$ cat src/rtl/regfile_wb_arbiter.sv
// Register-file write-port arbiter.
// Two writeback requesters (A: main pipeline, B: long-latency unit) each own a
// one-entry holding buffer. A bounded-starvation priority picks which buffer
// drains into the registered write_id/write_input pair feeding the regfile.
// pend_mask flags every register that still has a write in flight.
module regfile_wb_arbiter #(
    parameter int MAX_WAIT = 3
) (
    input  logic        clk,
    input  logic        rst_n,
    input  logic        a_valid,
    output logic        a_ready,
    input  logic [4:0]  a_id,
    input  logic [31:0] a_data,
    input  logic        b_valid,
    output logic        b_ready,
    input  logic [4:0]  b_id,
    input  logic [31:0] b_data,
    output logic [4:0]  write_id,
    output logic [31:0] write_input,
    output logic [31:0] pend_mask
);

    localparam logic [3:0] MAX_WAIT_C = 4'(MAX_WAIT);

    logic        bufa_full_r;
    logic [4:0]  bufa_id_r;
    logic [31:0] bufa_data_r;
    logic        bufb_full_r;
    logic [4:0]  bufb_id_r;
    logic [31:0] bufb_data_r;
    logic [3:0]  wait_r;

    logic        grant_a_s;
    logic        grant_b_s;
    logic        a_drop_s;
    logic        b_drop_s;
    logic        a_take_s;
    logic        b_take_s;
    logic [31:0] mask_s;

    // Grant selection among full buffers; B wins only once it has starved long enough.
    always_comb begin
        grant_a_s = 1'b0;
        grant_b_s = 1'b0;
        case ({bufa_full_r, bufb_full_r})
            2'b10: grant_a_s = 1'b1;
            2'b01: grant_b_s = 1'b1;
            2'b11: begin
                if (wait_r >= MAX_WAIT_C) begin
                    grant_b_s = 1'b1;
                end else begin
                    grant_a_s = 1'b1;
                end
            end
            default: begin
                grant_a_s = 1'b0;
                grant_b_s = 1'b0;
            end
        endcase
    end

    // Handshake: writes to r0 are swallowed; a draining slot can refill the same cycle.
    always_comb begin
        a_drop_s = (a_id == 5'd0);
        b_drop_s = (b_id == 5'd0);
        if (rst_n) begin
            a_ready = a_drop_s || !bufa_full_r || grant_a_s;
            b_ready = b_drop_s || !bufb_full_r || grant_b_s;
        end else begin
            a_ready = 1'b0;
            b_ready = 1'b0;
        end
        a_take_s = a_valid && a_ready && !a_drop_s;
        b_take_s = b_valid && b_ready && !b_drop_s;
    end

    // Holding buffer A: load on accepted offer, empty on drain.
    always_ff @(posedge clk or negedge rst_n) begin
        if (!rst_n) begin
            bufa_full_r <= 1'b0;
            bufa_id_r   <= 5'd0;
            bufa_data_r <= 32'd0;
        end else if (a_take_s) begin
            bufa_full_r <= 1'b1;
            bufa_id_r   <= a_id;
            bufa_data_r <= a_data;
        end else if (grant_a_s) begin
            bufa_full_r <= 1'b0;
        end else begin
            bufa_full_r <= bufa_full_r;
        end
    end

    // Holding buffer B: load on accepted offer, empty on drain.
    always_ff @(posedge clk or negedge rst_n) begin
        if (!rst_n) begin
            bufb_full_r <= 1'b0;
            bufb_id_r   <= 5'd0;
            bufb_data_r <= 32'd0;
        end else if (b_take_s) begin
            bufb_full_r <= 1'b1;
            bufb_id_r   <= b_id;
            bufb_data_r <= b_data;
        end else if (grant_b_s) begin
            bufb_full_r <= 1'b0;
        end else begin
            bufb_full_r <= bufb_full_r;
        end
    end

    // Starvation counter: counts cycles B sits full but ungranted, saturating at 15.
    always_ff @(posedge clk or negedge rst_n) begin
        if (!rst_n) begin
            wait_r <= 4'd0;
        end else if (bufb_full_r && !grant_b_s) begin
            if (wait_r != 4'd15) begin
                wait_r <= wait_r + 4'd1;
            end else begin
                wait_r <= wait_r;
            end
        end else begin
            wait_r <= 4'd0;
        end
    end

    // Output register: present the granted entry; idle cycles emit id 0 and keep data.
    always_ff @(posedge clk or negedge rst_n) begin
        if (!rst_n) begin
            write_id    <= 5'd0;
            write_input <= 32'd0;
        end else if (grant_a_s) begin
            write_id    <= bufa_id_r;
            write_input <= bufa_data_r;
        end else if (grant_b_s) begin
            write_id    <= bufb_id_r;
            write_input <= bufb_data_r;
        end else begin
            write_id    <= 5'd0;
            write_input <= write_input;
        end
    end

    // Pending-write mask from buffered entries and the output register; r0 never pends.
    always_comb begin
        mask_s = 32'd0;
        if (bufa_full_r) begin
            mask_s[bufa_id_r] = 1'b1;
        end else begin
            mask_s = mask_s;
        end
        if (bufb_full_r) begin
            mask_s[bufb_id_r] = 1'b1;
        end else begin
            mask_s = mask_s;
        end
        mask_s[write_id] = 1'b1;
        mask_s[0]        = 1'b0;
        pend_mask        = mask_s;
    end

endmodule

$ cat config.mk
export PLATFORM = sky130hd
export DESIGN_NAME = regfile_wb_arbiter
export DESIGN_NICKNAME = d
export VERILOG_FILES = /design/src/rtl/regfile_wb_arbiter.sv
export SDC_FILE = /design/constraint.sdc
export NUM_CORES = 1
export LEC_CHECK = 0
export CAP_MARGIN = 40
export CORE_MARGIN = 4
export CORE_UTILIZATION = 55
export CTS_CLUSTER_DIAMETER = 150
export DETAILED_ROUTE_END_ITERATION = 8
export DONT_BUFFER_PORTS = 1
export GPL_TIMING_DRIVEN = 0
export PLACE_DENSITY = 0.73
export SYNTH_ARGS = -nofsm -noshare
export SYNTH_HDL_FRONTEND = slang
export SYNTH_SLANG_ARGS = --single-unit
$ cat constraint.sdc
create_clock -name clk -period 1.9 [get_ports clk]
set_clock_uncertainty 0.1 [all_clocks]
set_input_delay 0 -clock clk [delete_from_list [all_inputs] [get_ports clk]]
set_output_delay 0 -clock clk [all_outputs]
set_load 0.02 [all_outputs]
* After elaboration in Yosys (flattened, before gate mapping)
Index checks and enable logic that the tools add are counted.
** Storage, ports and cells
- Flip-flop bits (word level) :: 117
- Latch bits :: 0
- Memory bits (writable) :: 0
- ROM bits :: 0
- Input bits :: 78
- Output and inout port bits :: 71
- Word-level logic and storage cells :: 70
- Memories kept :: 0
** Operators by class
- Add/sub/neg operators :: 1
- Multipliers :: 0
- Div/mod/pow operators :: 0
- Magnitude comparators :: 7
- Equal/unequal tests :: 5
- Shift-type cells :: 0
- Mux-type cells :: 24
- Bitwise operators :: 2
- Reductions and logical operators :: 22
** Operators with widths (count)
- 32-bit 2-to-1 mux :: 4
- 32-bit OR :: 2
- 5-bit by 6-bit < comparator with 1-bit output, second input constant :: 3
- 1-bit demux with 5-bit select :: 3
- 5-bit by 1-bit >= comparator with 1-bit output, second input constant :: 3
- 1-bit 2-to-1 mux :: 11
- 5-bit zero test :: 2
- 5-bit 2-to-1 mux :: 2
- 1-bit logical AND :: 8
- 4-bit 2-to-1 mux :: 2
- 2-bit nonzero test :: 3
- 1-bit zero test :: 5
- 4-bit by 1-bit adder with 4-bit output, second input constant :: 1
- 2-bit equality test, second input constant :: 2
- 4-bit by 2-bit >= comparator with 1-bit output, second input constant :: 1
- 1-bit logical OR :: 4
- 4-bit != test, second input constant :: 1
- 1-bit one-hot mux with 2 select lines :: 2
- 2-bit by 1-bit equality test with 1-bit output, second input constant :: 1
- 2-bit by 1-bit != test with 1-bit output, second input constant :: 1

* Longest topological paths before layout
Gate-level depths: netlist of run 1.
- Depth after elaboration :: 8
- Mapped depth :: 7

* Worst setup path after synthesis of run 1
Ideal clock, no wire load.
- Path type :: flip-flop to flip-flop
- Start :: register wait_r[0]
- End :: register write_input[10]
- Library setup time :: 0.126 ns
- Arrival :: 1.848 ns
- Setup slack :: -0.174 ns
- Stages on the path, launching flop included :: 8
- Period minus slack after synthesis :: 2.074 ns
- Cell sequence :: dfrtp_1 > ha_1 > or3_4 > buf_6 > and2_1 > buf_6 > buf_6 > a221o_1
** On the way
- Cells in the longest elaborated chain, start to end :: 4
- Elaborated cells on any way between the ends :: 7
- Classes of those cells :: 1 x order compare; 5 x mux; 1 x reduce/logical
** RTL lines
- start: declaration :: line 32 : logic [3:0] wait_r;
- start signal: assignment :: line 118 : wait_r <= wait_r + 4'd1;
- start signal: assignment :: line 120 : wait_r <= wait_r;
- 4-bit by 2-bit >= comparator with 1-bit output (*) :: line 50 : if (wait_r >= MAX_WAIT_C) begin
- 1-bit 2-to-1 mux :: line 50
- 1-bit one-hot mux with 2 select lines :: line 46 : case ({bufa_full_r, bufb_full_r})
- 32-bit 2-to-1 mux or 2-bit nonzero test (tied branches)
- end signal: assignment :: line 134 : write_input <= bufa_data_r;
- end signal: assignment :: line 137 : write_input <= bufb_data_r;
- end signal: assignment :: line 140 : write_input <= write_input;
- end: declaration :: line 20 : output logic [31:0] write_input,
Mark *: on every way between the ends. The rest lies on a longest branch, timed or not.
A chain may end at the register's enable or synchronous reset.

* Final worst setup path of run 1
Same ends and word-level chain as after synthesis.

==> impl_metrics.csv, run 1 <==
group,metric,value,unit
route,vias,6240,
route,drt_first_pass_iters,5,
global_route,first_global_vias,6274,
worst_setup_path,criticalPathCategory,"flop to flop",
route,post_drt_wl_per_cell,22.05,um
global_route,track_usage,0.2905,
logic_synthesis,synthArstFlopShare,1.000,
global_route,antenna_found_initial,0,
worst_setup_path,startpoint_type,"flop",
timing,tns,-56.49,ps
route,drtIter0Drc,727,
route,antenna_left,0,
worst_setup_path,path_delay_family,"simple AND/OR/NAND/NOR gates",
power_and_ir_drop,ir_drop,0.6917,mV
worst_setup_path,path_cells,"ha_4, or3_4, and2_4, buf_8, a221o_1",
power_and_ir_drop,p_clk_frac,0.399,
outcome,violations,"hold timing, setup timing",
placed_design,dp.final_hpwl,12950,um
worst_setup_path,arrival,2100,ps
timing,slew_viol_final,0,
power_and_ir_drop,pwr-share-comb,0.185,
worst_setup_path,path_buf_inv,1,
cts,clk_latency,410,ps
cts,cts_made_buffers,17,
timing,tightestPinTransition,566.5,ps
timing,relSlewSlack,0.6223,
worst_setup_path,cpMaxStageDelayCell,"dfrtp_1",
finish,diodes,0,
finish,fin_nets,852,
cts,cts.sinks,117,
job,drv_cap,0,
cts,cts_tree,"built",
route,drt-total-wl,20580,um
power_and_ir_drop,powerDensity,1020,mW/mm^2
timing,finalCritPeriodShare,1.012,
logic_synthesis,synth_edf_count,0,
hold_path,min_path_type,"input pin to async pin",
timing,finalSetupViolations,6,
floorplanning,placeableCoreArea,0.01196,sq mm
cts,clockBufferDepth,2,
finish,nFillCells,834,
floorplanning,die_w,118.3,um
logic_synthesis,synthFlopType,"dfrtp_1",
logic_synthesis,synth_largest_area_cell,"dfrtp_1",
power_and_ir_drop,p_switching,2.643,mW
timing,hold_viol_final,117,
timing,fin_ws,-22.99,ps
logic_synthesis,ys_seq_elements,117,
timing,fmax,520.0,MHz
power_and_ir_drop,p_leak,3.615,nW
power_and_ir_drop,p_seq_frac,0.416,
outcome,outcome,"complete, but fails checks",
finish,utilization,0.7249,
worst_setup_path,crit_start,"wait_r[0]",
finish,area_growth,29.65,%
worst_setup_path,crit_path_end_kind,"flop",
logic_synthesis,synthCells,674,
global_route,grt_max_degree,124,
logic_synthesis,yosysTopAreaCellShare,0.4378,
floorplanning,floorplan.rows,40,
placed_design,port_buffers,0,
worst_setup_path,required,2080,ps
cts,cts.hold.buffers_added,78,
power_and_ir_drop,internal_power,6.199,mW
logic_synthesis,syn_area,0.006688,sq mm
cts,htree_levels,4,
worst_setup_path,cpPeakStageDelay,410,ps
worst_setup_path,crit_fanout,10,
finish,drive_gt1_frac,0.2048,
worst_setup_path,worstReg2RegStart,"wait_r[0]",
logic_synthesis,yosys_warnings,0,
logic_synthesis,synth_cell_type_count,39,
cts,clk_pin_slew,50,ps
floorplanning,die_h,118.3,um
global_route,grt_pass1_wl,32910,um
cts,cts_root_buf,"clkbuf_16",
logic_synthesis,yosysSeqAreaShare,0.4378,
placed_design,gp_congestion,0.8844,
floorplanning,die-area,0.01399,sq mm
floorplanning,ioPinCount,149,
route,avgViaCountPerCell,6.688,
route,drc,0,
logic_synthesis,synth_area_leaders,"dfrtp_1 (44%), mux2_2 (5.4%), a221o_1 (4.8%), mux2i_1 (4.8%), a21boi_0 (4.2%)",
global_route,grt-ovfl-total,0,
logic_synthesis,avgSynthCellArea,9.922,sq um
timing,rsz0062_at_grt,"true",
power_and_ir_drop,swShare,0.2990,
floorplanning,initial_core_util,0.5591,
timing,hold-worst-slack,-810.5,ps
timing,period_needed,1923,ps
power groups by stage:
| stage | clock network, mW | logic [mW] | registers [mW] |
|---|---|---|---|
| finish | 3.53 | 1.63 | 3.68 |
| global route | 3.67 | 1.77 | 3.74 |
| CTS | 3.54 | 1.56 | 3.65 |
| detailed placement | 0 | 1.37 | 3.66 |
| global placement | 0 | 1.31 | 3.64 |
| floorplan | 0 | 1.12 | 3.50 |
final cells by class:
type / instances / area [sq um] / area share
plain buffers: 55 / 354.1 / 0.04084
repair buffers: 93 / 952.2 / 0.1098
flip-flops and latches: 117 / 2940 / 0.3391
inverters: 3 / 11.26 / 0.001299
multi-input cells: 486 / 3578 / 0.4127
clock buffers: 23 / 478.0 / 0.05512
well taps: 147 / 183.9 / 0.02121
clock inverters: 9 / 172.7 / 0.01991
worst register-to-register path, delay by kind of cell, from the launching register on:
kind,cells,cell delay [ps]
simple gates,2,590
flops,1,410
compound gates,1,330
fa+ha+maj,1,200
buf+inv,1,160
cell usage after synthesis, types with 2 or more instances:
master,number
nand3b_1,37
a221o_1,32
clkbuf_1,48
nor2_1,36
inv_1,3
nand2_1,65
buf_6,8
a22o_1,5
mux2_2,32
a222oi_1,3
a21boi_0,37
nor2b_1,2
nor3_1,4
a22oi_1,28
o21a_1,2
o211ai_1,37
nor3b_1,11
nand3_1,8
o21ai_0,40
mux2i_1,32
and3b_1,13
a31oi_1,37
and2_1,5
buf_2,13
dfrtp_1,117
and3_1,6
per-stage QoR:
step / hold slack [ps] / area (sq um) / worst slack, ps / total power [mW] / std cells
finish: -810.5 / 8671 / -22.99 / 8.842 / 933
global route: -822.8 / 8671 / -83.93 / 9.183 / 933
CTS: -821.5 / 8541 / -60.84 / 8.753 / 933
detailed placement: -388.4 / 6899 / -415.3 / 5.025 / 826
global placement: -388.9 / 6884 / -386.5 / 4.947 / 823
floorplan: -395.6 / 6700 / -24.56 / 4.623 / 676
per-layer routing:
layer / GRT usage / vias up / share of wire
met5: 0 / - / 0
met4: 0.1114 / 0 / 0.022
met3: 0.08612 / 45 / 0.091
met2: 0.4784 / 325 / 0.49
met1: 0.3610 / 3116 / 0.39
li1: - / 2754 / -
repair_timing:
| action | 4_1_cts | 5_1_grt |
|---|---|---|
| endpoints found under the hold margin | 193 | 117 |
| pin swaps | 8 | 10 |
| endpoints found under the setup margin | 113 | 137 |
| cloned | 1 | 1 |
| resized for setup | 58 | 57 |
| buffers inserted | 10 | 3 |
registers in the layout, summed over array words and instances, names as in the netlist:
name	cells
bufa_id_r	5
bufa_data_r	32
write_id	5
bufa_full_r	1
bufb_data_r	32
wait_r	4
bufb_id_r	5
write_input	32
bufb_full_r	1
final timing paths:
path | slack (ps) | endpoint | cells past startpoint
setup / recovery | -20 | write_input[10] | 5
hold / removal | -810 | write_id[2] | 0
setup reg to reg | -20 | write_input[10] | 5
hold reg to reg | 390 | write_input[0] | 1
max in group asynchronous | 2350 | bufb_id_r[1] | 0
min in group clk | 10 | bufb_data_r[6] | 3
kinds of logic (layout without fill, tap and decap cells):
kind of cell / Yosys count / in the layout / synth area share
muxes: 64 / 64 / 0.1018
adders and majority gates: 1 / 1 / 0.001871
DFF: 117 / 117 / 0.4378
buffers and inverters: 73 / 183 / 0.05295
AOI/OAI and AO/OA: 226 / 226 / 0.2490
other: 1 / 3 / 0.0005607
and+or+nand+nor: 192 / 192 / 0.1560
cells in the final DEF (no fill, tap or decap), types with 5 or more instances in the layout:
cell type | netlist | layout
a21boi_0 | 37 | 37
a221o_1 | 32 | 32
a22o_1 | 5 | 5
a22oi_1 | 28 | 28
a31oi_1 | 37 | 37
and3_1 | 6 | 6
and3b_1 | 13 | 8
and3b_2 | 0 | 5
buf_2 | 13 | 11
buf_4 | 1 | 14
buf_6 | 8 | 5
bufinv_16 | 0 | 5
clkbuf_1 | 48 | 25
clkbuf_16 | 0 | 18
clkbuf_2 | 0 | 8
dfrtp_1 | 117 | 107
dfrtp_2 | 0 | 10
dlygate4sd3_1 | 0 | 78
mux2_2 | 32 | 32
mux2i_1 | 32 | 32
nand2_1 | 65 | 58
nand2_2 | 0 | 7
nand3_1 | 8 | 8
nand3b_1 | 37 | 37
nor2_1 | 36 | 35
nor3b_2 | 0 | 7
o211ai_1 | 37 | 37
o21ai_0 | 40 | 24
o21ai_1 | 0 | 13
(Power assumes the default switching activity.)
==> run 2, diff against run 1 <==
--- a/config.mk
+++ b/config.mk
@@ -12,7 +12,8 @@
 export DETAILED_ROUTE_END_ITERATION = 8
 export DONT_BUFFER_PORTS = 1
 export GPL_TIMING_DRIVEN = 0
-export PLACE_DENSITY = 0.73
+export PLACE_DENSITY = 0.7
+export SKIP_CTS_REPAIR_TIMING = 1
 export SYNTH_ARGS = -nofsm -noshare
 export SYNTH_HDL_FRONTEND = slang
 export SYNTH_SLANG_ARGS = --single-unit
==> constraint.sdc (replaced) <==
create_clock -name clk -period 2.2 [get_ports clk]
set_clock_uncertainty 0.1 [all_clocks]
set_input_delay 0 -clock clk [delete_from_list [all_inputs] [get_ports clk]]
set_output_delay 0 -clock clk [all_outputs]
set_load 0.02 [all_outputs]
==> run 2 against run 1 <==
  * The run ends with hold timing left
  * Via count fell by 1.2%
  * Count of clock-buffer cells in the layout decreased by 2
  * Sequential power is 15% lower
  * Worst setup slack gained 39 ps
  * Sequential share of layout area is 1.3 points higher
  * Sequential cell count did not move
==> impl_metrics.csv, run 2 (same netlist as run 1, synthesis figures left out) <==
group,metric,value,unit
timing,fmax,457.8,MHz
power_and_ir_drop,p_leak,3.471,nW
route,antenna_left,0,
power_and_ir_drop,p_switching,2.258,mW
cts,clockBufferDepth,2,
floorplanning,floorplan.rows,40,
global_route,grt-ovfl-total,0,
worst_setup_path,startpoint_type,"flop",
floorplanning,die_h,118.3,um
power_and_ir_drop,ir_drop,0.6546,mV
floorplanning,placeableCoreArea,0.01196,sq mm
finish,final_common_cell,"dfrtp_1",
power_and_ir_drop,swShare,0.3091,
timing,hold_viol_final,121,
floorplanning,die_w,118.3,um
route,drtIter0Drc,633,
finish,final-seq-area,0.002928,sq mm
timing,period_needed,2184,ps
finish,nFillCells,925,
global_route,first_global_vias,5801,
cts,clk_pin_slew,50,ps
finish,multi_input_area,0.003457,sq mm
timing,finalCritPeriodShare,0.9929,
worst_setup_path,required,2100,ps
route,vias,6167,
worst_setup_path,arrival,2080,ps
placed_design,dp.final_hpwl,13200,um
global_route,track_usage,0.2751,
global_route,grt_pass1_wl,30970,um
cts,cts.sinks,117,
placed_design,post_dp_cell_area,0.006897,sq mm
route,dr.max_layer_used,"met4",
job,drv_cap,0,
cts,htree_levels,4,
timing,tightestPinTransition,685.0,ps
power_and_ir_drop,report.power.total,7.303,mW
floorplanning,ioPinCount,149,
finish,fin_area,0.008319,sq mm
floorplanning,die-area,0.01399,sq mm
worst_setup_path,worstReg2RegStart,"wait_r[0]",
worst_setup_path,path_buf_inv,2,
route,avgViaCountPerCell,6.596,
route,wl_met2,9933,um
finish,area_growth,24.40,%
finish,reg_top3,"bufa_data_r x32, bufb_data_r x32, write_input x32",
cts,cts_tree,"built",
worst_setup_path,criticalPathCategory,"flop to output port",
timing,finalSetupViolations,0,
cts,cts_root_buf,"clkbuf_16",
route,post_drt_wl_per_cell,21.90,um
timing,relSlewSlack,0.5433,
floorplanning,initial_core_util,0.5591,
timing,slew_viol_final,0,
finish,fin_nets,854,
outcome,outcome,"complete, but fails checks",
cts,clk_latency,420,ps
route,drt-met1-wl,8418,um
placed_design,port_buffers,0,
worst_setup_path,r2r_slack,50,ps
timing,hold-worst-slack,-822.8,ps
placed_design,gp_congestion,0.8642,
route,wl_met3,1627,um
hold_path,min_path_type,"input pin to async pin",
finish,mostFrequentLayoutCells,"dfrtp_1 (117), dlygate4sd3_1 (78), nand2_1 (64)",
outcome,violations,"hold timing",
power_and_ir_drop,pwr-share-comb,0.183,
power_and_ir_drop,p_clk_frac,0.387,
route,drt-total-wl,20480,um
worst_setup_path,r2r_cells,6,
worst_setup_path,path_delay_family,"simple AND/OR/NAND/NOR gates",
worst_setup_path,crit_fanout,10,
power_and_ir_drop,internal_power,5.046,mW
power_and_ir_drop,p_seq_frac,0.430,
cts,cts_made_buffers,17,
worst_setup_path,path_cells,"clkbuf_1, nor3b_1, a222oi_1, inv_1",
global_route,antenna_found_initial,0,
finish,diodes,0,
worst_setup_path,cpPeakStageDelay,600,ps
worst_setup_path,crit_path_end_kind,"output port",
route,drt_first_pass_iters,6,
finish,drive_gt1_frac,0.1282,
power_and_ir_drop,powerDensity,877.9,mW/mm^2
global_route,grt_max_degree,124,
timing,rsz0062_at_grt,"true",
worst_setup_path,cpMaxStageDelayCell,"nor3b_1",
worst_setup_path,r2r-end,"write_input[18]",
route,drc,0,
## run 2: cell count changes in the layout (fill, tap and decap cells not counted), moves of 7 or more
cell      before  now
clkbuf_1      25   47
o21ai_0       24   39
buf_4         14    2
o21ai_1       13    1
dfrtp_1      107  117
dfrtp_2       10    0
clkbuf_2       8    0
nor3b_1        2    9
## run 2: layout make-up
| type | count | area share |
|---|---|---|
| Sequential cell | 117 | 0.3519 |
| Clock inverter | 11 | 0.01564 |
| Tap cell | 147 | 0.02211 |
| Timing Repair Buffer | 81 | 0.09595 |
| Buffer | 69 | 0.04091 |
| Multi-Input combinational cell | 486 | 0.4156 |
| Clock buffer | 21 | 0.05655 |
| Inverter | 3 | 0.001354 |
## run 2: worst max path at each step
stage                       startpoint         endpoint  slack (ps)  cells after the start
after floorplan              wait_r[0]  write_input[10]         130                      7
after global placement       wait_r[0]      write_id[1]        -140                      6
after detailed placement     wait_r[0]      write_id[0]        -170                      6
after CTS                    wait_r[0]          b_ready        -310                      5
after global routing       bufa_full_r  write_input[18]         -60                      4
final                     bufa_id_r[4]    pend_mask[16]          20                      4
## run 2: power by group through the flow
stage / Sequential [mW] / Clock (mW) / Combinational, mW
floorplan: 3.02 / 0 / 0.968
global placement: 3.14 / 0 / 1.14
detailed placement: 3.16 / 0 / 1.19
CTS: 3.13 / 2.85 / 1.19
global route: 3.19 / 2.95 / 1.46
finish: 3.14 / 2.83 / 1.34
## run 2: worst reg2reg max path, stage by stage, from the launching register on
cell and delay (ps):
dfrtp_1 400, ha_4 190, or3_4 470, and2_1 200, buf_6 140, buf_6 150, a221o_1 380
## run 2: metrics by stage
step | hold WS, ps | utilization | instances | setup TNS [ps] | setup slack [ps]
global route | -840.4 | 0.6955 | 935 | -171.0 | -63.89
floorplan | -395.6 | - | 676 | 0 | 126.1
global placement | -391.1 | 0.5751 | 823 | -4184 | -135.4
CTS | -836.1 | 0.6268 | 858 | -6420 | -307.7
detailed placement | -391.2 | 0.5766 | 826 | -4666 | -166.7
finish | -822.8 | 0.6955 | 935 | 0 | 15.61
## run 2: metal layers
layer  up-vias  global-route usage
li1       2746                   -
met1      3075              0.3560
met2       298              0.4287
met3        48             0.09043
met4         0              0.1077
met5         -                   0
==> run 3, diff against run 2 <==
--- a/config.mk
+++ b/config.mk
@@ -5,6 +5,7 @@
 export SDC_FILE = /design/constraint.sdc
 export NUM_CORES = 1
 export LEC_CHECK = 0
+export ABC_AREA = 1
 export CAP_MARGIN = 40
 export CORE_MARGIN = 4
 export CORE_UTILIZATION = 55
==> run 3 against run 2 <==
  * The run still ends with hold timing left
  * Sequential share of layout area is 5.1 points higher
  * Area after synthesis down 15%
  * Cell area decreased by 13%
  * Core utilization rose by 3.9 points
  * Highest routed layer unchanged
==> impl_metrics.csv, run 3 <==
group,metric,value,unit
logic_synthesis,synthFlopType,"dfrtp_1",
worst_setup_path,crit_fanout,6,
timing,tns,0,ps
finish,final_common_cell,"nand2_1",
cts,cts.sinks,117,
cts,cts_tree,"built",
hold_path,min_path_type,"input pin to async pin",
finish,diodes,0,
finish,reg_top3,"bufa_data_r x32, bufb_data_r x32, write_input x32",
finish,area_growth,28.26,%
floorplanning,initial_core_util,0.5723,
finish,mostFrequentLayoutCells,"nand2_1 (281), dfrtp_1 (117), nand3_1 (96)",
route,vias,5463,
timing,hold_viol_final,171,
logic_synthesis,ys_top_cells_by_count,"nand2_1 (281), dfrtp_1 (117), nand3_1 (96)",
route,antenna_left,0,
floorplanning,die-area,0.01200,sq mm
logic_synthesis,yosys_warnings,0,
floorplanning,ioPinCount,149,
worst_setup_path,startpoint_type,"flop",
worst_setup_path,arrival,2030,ps
logic_synthesis,synth_edf_count,0,
global_route,grt_max_degree,122,
logic_synthesis,yosysSeqAreaShare,0.5162,
floorplanning,die_w,109.6,um
timing,fmax,469.1,MHz
placed_design,post_dp_cell_area,0.005856,sq mm
worst_setup_path,cpMaxStageDelayCell,"dfrtp_1",
timing,period_needed,2132,ps
logic_synthesis,synthArstFlopShare,1.000,
logic_synthesis,avgSynthCellArea,7.834,sq um
cts,clk_pin_slew,60,ps
logic_synthesis,syn_area,0.005672,sq mm
cts,clockBufferDepth,2,
timing,finalCritPeriodShare,0.9690,
global_route,first_global_vias,4992,
timing,hold-worst-slack,-911.0,ps
cts,cts_root_buf,"clkbuf_8",
worst_setup_path,path_cells,"inv_1, nor3_1, nand2_1, nand3_1",
finish,fin_area,0.007274,sq mm
timing,fin_ws,68.25,ps
finish,fin_nets,902,
floorplanning,die_h,109.6,um
cts,clk_latency,510,ps
power_and_ir_drop,powerDensity,956.9,mW/mm^2
power_and_ir_drop,p_leak,3.610,nW
logic_synthesis,yosysTopAreaCellShare,0.5162,
placed_design,dp.final_hpwl,10980,um
timing,slew_viol_final,0,
placed_design,gp_congestion,0.8285,
logic_synthesis,ys_seq_elements,117,
timing,tightestPinTransition,705.6,ps
logic_synthesis,synth_cell_type_count,25,
worst_setup_path,crit_path_end_kind,"output port",
outcome,outcome,"complete, but fails checks",
route,drt-total-wl,16750,um
job,drv_cap,0,
placed_design,dp_slack,323.8,ps
worst_setup_path,path_delay_family,"simple AND/OR/NAND/NOR gates",
finish,drive_gt1_frac,0.08612,
cts,htree_levels,4,
timing,relSlewSlack,0.5271,
global_route,track_usage,0.2733,
route,post_drt_wl_per_cell,17.29,um
worst_setup_path,required,2100,ps
route,avgViaCountPerCell,5.638,
logic_synthesis,synthCells,724,
logic_synthesis,synth_largest_area_cell,"dfrtp_1",
route,drt_first_pass_iters,5,
timing,finalSetupViolations,0,
floorplanning,floorplan.rows,36,
power_and_ir_drop,ir_drop,0.6082,mV
global_route,grt-ovfl-total,0,
worst_setup_path,cpPeakStageDelay,560,ps
floorplanning,placeableCoreArea,0.009910,sq mm
worst_setup_path,criticalPathCategory,"flop to output port",
global_route,antenna_found_initial,0,
logic_synthesis,synth_area_leaders,"dfrtp_1 (52%), nand2_1 (19%), nand3_1 (8.5%), nand4_1 (4.2%), inv_1 (4.0%)",
logic_synthesis,synth.most_common_cell,"nand2_1",
outcome,violations,"hold timing",
placed_design,port_buffers,0,
global_route,grt_pass1_wl,25190,um
route,drc,0,
cts,cts_made_buffers,17,
worst_setup_path,path_buf_inv,1,
route,drtIter0Drc,507,
[run 3: layer usage]
| layer | track usage | vias to the layer above | routed length [um] |
|---|---|---|---|
| met4 | 0.08014 | 0 | 255 |
| met5 | 0 | - | 0 |
| li1 | - | 2550 | - |
| met2 | 0.4438 | 265 | 8157 |
| met1 | 0.3487 | 2620 | 6762 |
| met3 | 0.09278 | 28 | 1579 |
[run 3: final cells by class]
type	instances	area, sq um
buffer	38	252.7
clock buffer	18	417.9
clock inverter	14	220.2
fill	745	2635
inverter	62	232.7
multi-input combinational	509	2286
sequential	117	2928
tap	133	166.4
timing repair buffer	78	770.7
[run 3: cells by family (layout without fill, tap and decap cells)]
family	after synthesis	in the layout	share of synthesized area
AND/OR/NAND/NOR	461	461	0.3554
buffers and inverters	100	210	0.08559
adder cells (fa/ha/maj)	1	1	0.002206
other	1	3	0.0006612
flip-flops	117	117	0.5162
AO/OA/AOI/OAI	44	44	0.03993
[run 3: power by group]
| group | internal (mW) | switching (mW) | leakage [nW] |
|---|---|---|---|
| registers | 2.51 | 0.492 | 1.46 |
| clock network | 1.97 | 1.03 | 0.311 |
| logic | 0.367 | 0.592 | 1.84 |
[run 3: per-stage QoR]
step                hold slack (ps)  total power [mW]  instances  utilization
floorplan                    -395.6             3.581        726            -
global placement             -387.9             3.813        859       0.5899
detailed placement           -388.0             3.856        861       0.5909
CTS                          -926.9             6.856        893       0.6553
global route                 -940.3             7.265        969       0.7341
finish                       -911.0             6.961        969       0.7341
[run 3: final timing paths]
kind / cells past startpoint / slack, ps / end / startpoint
hold / removal: 0 / -910 / write_id[3] / rst_n
hold reg to reg: 1 / 370 / wait_r[0] / wait_r[0]
min in group clk: 4 / -180 / bufb_data_r[6] / rst_n
max in group asynchronous: 0 / 2750 / write_input[30] / rst_n
setup / recovery: 4 / 70 / pend_mask[11] / write_id[3]
setup reg to reg: 8 / 140 / bufa_full_r / wait_r[0]
